### src/rtl/ram_port_arbiter.sv
// ram_port_arbiter: shares one tile-RAM port between requester A (host/DMA
// loader) and requester B (compute fetch). Round-robin burst arbitration,
// address auto-increment and read-data return with a per-requester strobe.
// Optional build macro RAM_ARB_STATS_EN adds saturating 16-bit grant/wait
// counters as extra output ports.
//
// state | meaning
// ------+-------------------------------------------------------------
// IDLE  | no burst; sample req_a/req_b and grant at the next edge
// BURST | one beat per cycle at addr_q; ends after rem_q reaches zero
module ram_port_arbiter #(
  parameter int AWIDTH      = 10,
  parameter int DESIGN_SIZE = 16,
  parameter int DWIDTH      = 8,
  parameter int LENW        = 5
) (
  input  logic                          clk,
  input  logic                          reset,
  input  logic                          req_a,
  input  logic                          req_b,
  input  logic                          we_a,
  input  logic                          we_b,
  input  logic [AWIDTH-1:0]             addr_a,
  input  logic [AWIDTH-1:0]             addr_b,
  input  logic [LENW-1:0]               len_a,
  input  logic [LENW-1:0]               len_b,
  input  logic [DESIGN_SIZE*DWIDTH-1:0] wdata_a,
  input  logic [DESIGN_SIZE*DWIDTH-1:0] wdata_b,
  input  logic [DESIGN_SIZE-1:0]        wmask_a,
  input  logic [DESIGN_SIZE-1:0]        wmask_b,
  output logic                          ack_a,
  output logic                          ack_b,
  output logic                          beat_a,
  output logic                          beat_b,
  output logic                          rvalid_a,
  output logic                          rvalid_b,
  output logic [DESIGN_SIZE*DWIDTH-1:0] rdata,
  output logic                          busy,
  output logic [AWIDTH-1:0]             ram_addr,
  output logic [DESIGN_SIZE*DWIDTH-1:0] ram_d,
  output logic [DESIGN_SIZE-1:0]        ram_we,
  input  logic [DESIGN_SIZE*DWIDTH-1:0] ram_q
`ifdef RAM_ARB_STATS_EN
  ,
  output logic [15:0]                   stat_grants_a,
  output logic [15:0]                   stat_grants_b,
  output logic [15:0]                   stat_wait
`endif
);

  typedef enum logic {IDLE = 1'b0, BURST = 1'b1} state_t;

  state_t            state_q, state_d;
  logic              gnt_q, gnt_d;      // 0 = A owns the burst, 1 = B
  logic              ptr_q, ptr_d;      // 0 = A favoured on a tie, 1 = B
  logic              we_q, we_d;
  logic              first_q, first_d;
  logic [AWIDTH-1:0] addr_q, addr_d;
  logic [LENW-1:0]   rem_q, rem_d;      // beats left after the current one
  logic              rvalid_a_q, rvalid_a_d;
  logic              rvalid_b_q, rvalid_b_d;
  logic              grant_a, grant_b;

  // Arbitration decision, only meaningful while idle.
  always_comb begin
    grant_a = (state_q == IDLE) && req_a && (!req_b || !ptr_q);
    grant_b = (state_q == IDLE) && req_b && (!req_a ||  ptr_q);
  end

  // Next-state: latch the granted request, then walk the burst down to zero.
  always_comb begin
    state_d    = state_q;
    gnt_d      = gnt_q;
    ptr_d      = ptr_q;
    we_d       = we_q;
    first_d    = 1'b0;
    addr_d     = addr_q;
    rem_d      = rem_q;
    rvalid_a_d = 1'b0;
    rvalid_b_d = 1'b0;
    case (state_q)
      IDLE: begin
        if (grant_a || grant_b) begin
          state_d = BURST;
          gnt_d   = grant_b;
          we_d    = grant_b ? we_b   : we_a;
          addr_d  = grant_b ? addr_b : addr_a;
          rem_d   = grant_b ? len_b  : len_a;
          first_d = 1'b1;
        end
      end
      BURST: begin
        rvalid_a_d = !we_q && !gnt_q;
        rvalid_b_d = !we_q &&  gnt_q;
        addr_d     = addr_q + 1'b1;
        if (rem_q == '0) begin
          state_d = IDLE;
          ptr_d   = !gnt_q;
        end else begin
          rem_d = rem_q - 1'b1;
        end
      end
      default: state_d = IDLE;
    endcase
  end

  // Burst state registers; reset aborts any burst and returns the pointer to A.
  always_ff @(posedge clk or posedge reset) begin
    if (reset) begin
      state_q    <= IDLE;
      gnt_q      <= 1'b0;
      ptr_q      <= 1'b0;
      we_q       <= 1'b0;
      first_q    <= 1'b0;
      addr_q     <= '0;
      rem_q      <= '0;
      rvalid_a_q <= 1'b0;
      rvalid_b_q <= 1'b0;
    end else begin
      state_q    <= state_d;
      gnt_q      <= gnt_d;
      ptr_q      <= ptr_d;
      we_q       <= we_d;
      first_q    <= first_d;
      addr_q     <= addr_d;
      rem_q      <= rem_d;
      rvalid_a_q <= rvalid_a_d;
      rvalid_b_q <= rvalid_b_d;
    end
  end

  // RAM port and requester strobes. The RAM's own output register is the
  // read pipeline stage, so rdata is ram_q qualified by the return strobe.
  always_comb begin
    busy     = (state_q == BURST);
    beat_a   = busy && !gnt_q;
    beat_b   = busy &&  gnt_q;
    ack_a    = beat_a && first_q;
    ack_b    = beat_b && first_q;
    ram_addr = busy ? addr_q : '0;
    ram_we   = '0;
    ram_d    = '0;
    if (busy && we_q) begin
      ram_we = gnt_q ? wmask_b : wmask_a;
      ram_d  = gnt_q ? wdata_b : wdata_a;
    end
    rvalid_a = rvalid_a_q;
    rvalid_b = rvalid_b_q;
    rdata    = (rvalid_a_q || rvalid_b_q) ? ram_q : '0;
  end

`ifdef RAM_ARB_STATS_EN
  logic [15:0] grants_a_q, grants_a_d;
  logic [15:0] grants_b_q, grants_b_d;
  logic [15:0] wait_q, wait_d;
  logic        waiting;

  // Saturating counters: grants per requester, cycles with any unserved req.
  always_comb begin
    waiting    = (req_a && !beat_a) || (req_b && !beat_b);
    grants_a_d = grants_a_q;
    grants_b_d = grants_b_q;
    wait_d     = wait_q;
    if (grant_a && (grants_a_q != 16'hFFFF)) grants_a_d = grants_a_q + 16'd1;
    if (grant_b && (grants_b_q != 16'hFFFF)) grants_b_d = grants_b_q + 16'd1;
    if (waiting && (wait_q     != 16'hFFFF)) wait_d     = wait_q + 16'd1;
  end

  // Statistics registers.
  always_ff @(posedge clk or posedge reset) begin
    if (reset) begin
      grants_a_q <= '0;
      grants_b_q <= '0;
      wait_q     <= '0;
    end else begin
      grants_a_q <= grants_a_d;
      grants_b_q <= grants_b_d;
      wait_q     <= wait_d;
    end
  end

  assign stat_grants_a = grants_a_q;
  assign stat_grants_b = grants_b_q;
  assign stat_wait     = wait_q;
`endif

endmodule

### config.mk
export PLATFORM = sky130hd
export DESIGN_NAME = ram_port_arbiter
export DESIGN_NICKNAME = d
export VERILOG_FILES = /design/src/rtl/ram_port_arbiter.sv
export SDC_FILE = /design/constraint.sdc
export NUM_CORES = 1
export LEC_CHECK = 0
export CAP_MARGIN = 10
export CORE_AREA = 2 2 292 294
export CTS_CLUSTER_DIAMETER = 60
export DETAILED_ROUTE_END_ITERATION = 12
export DIE_AREA = 0 0 294 296
export PLACE_DENSITY_LB_ADDON = 0.3
export SETUP_SLACK_MARGIN = 0.05
export SLEW_MARGIN = 40
export SYNTH_ARGS = -nofsm -noshare
export SYNTH_HDL_FRONTEND = slang
export SYNTH_SLANG_ARGS = --single-unit
### constraint.sdc
create_clock -name clk -period 2.4 [get_ports clk]
set_clock_uncertainty 0.1 [all_clocks]
set_input_delay 0.48 -clock clk [delete_from_list [all_inputs] [get_ports clk]]
set_output_delay 0.48 -clock clk [all_outputs]
set_load 0.03 [all_outputs]
==> metrics.txt <==
final WL 53.1 mm; CP most frequent cell buf_12; Syn-to-layout area delta 221%; # rows 107; first-pass GRT wire length 67.8 mm; later-pin clock latency in the skew report 0.26 ns; crit path buf inv count 3; setup ws final -0.00447 ns; R2R depth 7; initial antenna violation count 20; sequential area share after synthesis 12.4%; Slew Limit Fails 0; drt first pass iters 4; final net count 1811; Num CTS Buffers 3; Reg clk slew, reported paths 0.06 ns; Post-synth top flop dfrtp_1; # fillers 9511; grt ovf 0; gpl congestion 0.810; syn avg cell area 7.10 um^2; P per Cell Area 1120 mW/mm^2; RSZ-0062 raised after global routing yes; worst slew pin tran 0.593 ns; vias per std cell 3.10; layout cell share with drive strength beyond 1 23.9%; status finished, violations left; H-tree levels 1; CP endpoint ram_we[12]; Tightest Hold Check Type register to register; Rel. slew slack 60.4%; max-cap check violation count 0; R2R Path End addr_q[7]; fraction of registers with async set/reset 100%; post-route ant nets 0; Die Area 0.0870 mm^2; Syn Nets 1079; largest cells by area after synthesis mux2i_1, nor2b_1, nor2_1, dfrtp_1, buf_2; YS warnings 0; Max Freq 416 MHz; required time of the critical path 1.82 ns; non-filler cells, final 2448; Top delay family on crit path buffers and inverters; met2 WL post-DR 26.2 mm; DR vias 7592; I/O Buffers 740; Final Setup Violations 1; Initial Utilization 5.27%; GRT Total Usage 11.3%; Netlist cell types 42; CTS Sinks 22; post-synthesis register bit count 22; Max rail drop VDD 0.000515 V; Die Span X 294 um; CTS tree yes; # IOs 741; Final min period 2.40 ns; slowest stage delay, CP 0.58 ns; worst-case clock buffer depth 2; Die Ht 296 um; critical-path cell list buf_12 > bufbuf_16 > mux2i_2 > nor2_2 > buf_12; R2R Setup Slk 0.56 ns; highest routed layer met5; critical path data arrival time 1.82 ns; HPWL Detailed 47.7 mm; Worst setup SP type register; Crit Path Class register to output port; top cells by count, synth nor2_1, mux2i_1, nor2b_1, buf_2, clkbuf_1; largest net degree at the start of global routing 76; r2r startpoint busy; critical-path maximum fanout 6; failing checks setup timing; mapped cell area 0.00444 mm^2; placed insts 2437; cells after synthesis 625; launch point of the worst path gnt_q; Synth area leader mux2i_1; cell with the most instances after synthesis nor2_1; core area 0.0842 mm^2; Synth top area share 33.8%; Leakage 5.74 nW; cell depth of the worst setup path 5; slowest CP cell dfrtp_4; clk root buf clkbuf_16; crit end category output port; Met1 Wirelength 21.0 mm; met3 routed WL 4.71 mm; DR DRC count 0; vias in the first global route 7817; Final Hold Viols 0; WL/cell 21.7 um; Post-synth EDFFs 0; Initial DRC Count 186; overall power 15.9 mW; Final Cycle Share 100%
cells in the final DEF, fill, tap and decap left out, types with 2 or more instances in the layout:
cell type        Yosys  routed
clkdlybuf4s50_1      0     453
buf_4                0     158
mux2i_1            150     132
nor2b_1            129     128
nor2_1             157     124
buf_12               1      88
dlygate4sd2_1        0      73
nor2_2               0      30
dfrtp_1             22      20
nand2_1             14      13
and2_1              11      11
o21ai_0             10      10
mux2i_2              0      10
inv_1                9       9
mux2i_4              0       8
a21oi_1              7       7
nand3_1              7       7
o22ai_1              7       7
nand4_1              4       4
o211ai_1             4       4
xor2_1               4       4
buf_16               0       4
buf_8                0       4
nand2b_1             3       3
and3_1               3       3
nor2_4               0       3
clkbuf_16            0       3
diode_2              0       2
nand3b_1             2       2
nor3_1               2       2
o31a_1               2       2
o31ai_2              2       2
a32o_1               2       2
ha_1                 2       2
sequential cells by signal, summed over array words and instances, names as in the netlist:
register  count
rem_q         5
we_q          1
rvalid_a      1
ptr_q         1
first_q       1
busy          1
rvalid_b      1
gnt_q         1
addr_q       10
metrics by stage:
step	worst slack (ns)	setup TNS (ns)	instance area (um^2)	utilization (%)	hold WS (ns)
finish	-0.00447	-0.00447	14200	16.9	0.433
global route	-0.0460	-0.291	14200	16.9	0.458
CTS	-0.0355	-0.102	14000	16.7	0.447
detailed placement	-0.246	-0.411	13800	16.4	0.433
global placement	-0.271	-0.426	13800	16.4	0.428
floorplan	0.165	0	4440	-	0.346
layer usage:
layer,global-route usage (%),vias to the layer above
li1,-,3546
met1,13.1,3498
met2,20.4,477
met3,3.63,65
met4,2.30,6
met5,0,-
timing repair:
action / CTS / global route
hold buffers: 0 / 0
pin swaps: 2 / 3
gates cloned: 3 / 0
buffers inserted: 2 / 0
endpoints found under the setup margin: 91 / 54
resized for setup: 109 / 48
layout make-up:
| class | instances | area (um^2) | share of cell area, % |
|---|---|---|---|
| Timing Repair Buffer | 783 | 8350 | 58.7 |
| Antenna cell | 2 | 5.00 | 0.0352 |
| Inverter | 9 | 33.8 | 0.238 |
| Sequential cell | 22 | 556 | 3.91 |
| Tap cell | 1090 | 1360 | 9.59 |
| Multi-Input combinational cell | 538 | 3830 | 26.9 |
| Clock buffer | 4 | 88.8 | 0.625 |
report_power, final:
group          internal (mW)  switching (mW)  leakage (nW)
logic                   6.29            8.42          5.43
clock network          0.255           0.148        0.0442
registers              0.564           0.270         0.259
how the worst min path moves through the flow:
stage,startpoint,endpoint,cells after the start
finish,we_q,rvalid_b,1
global placement,rem_q[4],rem_q[4],2
CTS,rem_q[4],rem_q[4],2
global route,we_q,rvalid_b,1
detailed placement,rem_q[4],rem_q[4],2
floorplan,we_q,rvalid_a,1
cells by family after synthesis:
group	after synthesis	share of synthesized area, %
compound gates	42	6.66
xor+xnor	4	0.790
buf+inv	65	6.80
fa+ha+maj	2	0.564
flops	22	12.4
mux	152	34.4
simple gates	338	38.4
worst register-to-register path, cell delays in order (launching register included):
cell and delay, ns:
dfrtp_1 0.40, buf_4 0.18, buf_4 0.29, o21bai_1 0.19, buf_4 0.20, nand2_1 0.06, mux2_2 0.25, o21ai_0 0.08
(Power assumes the default switching activity.)
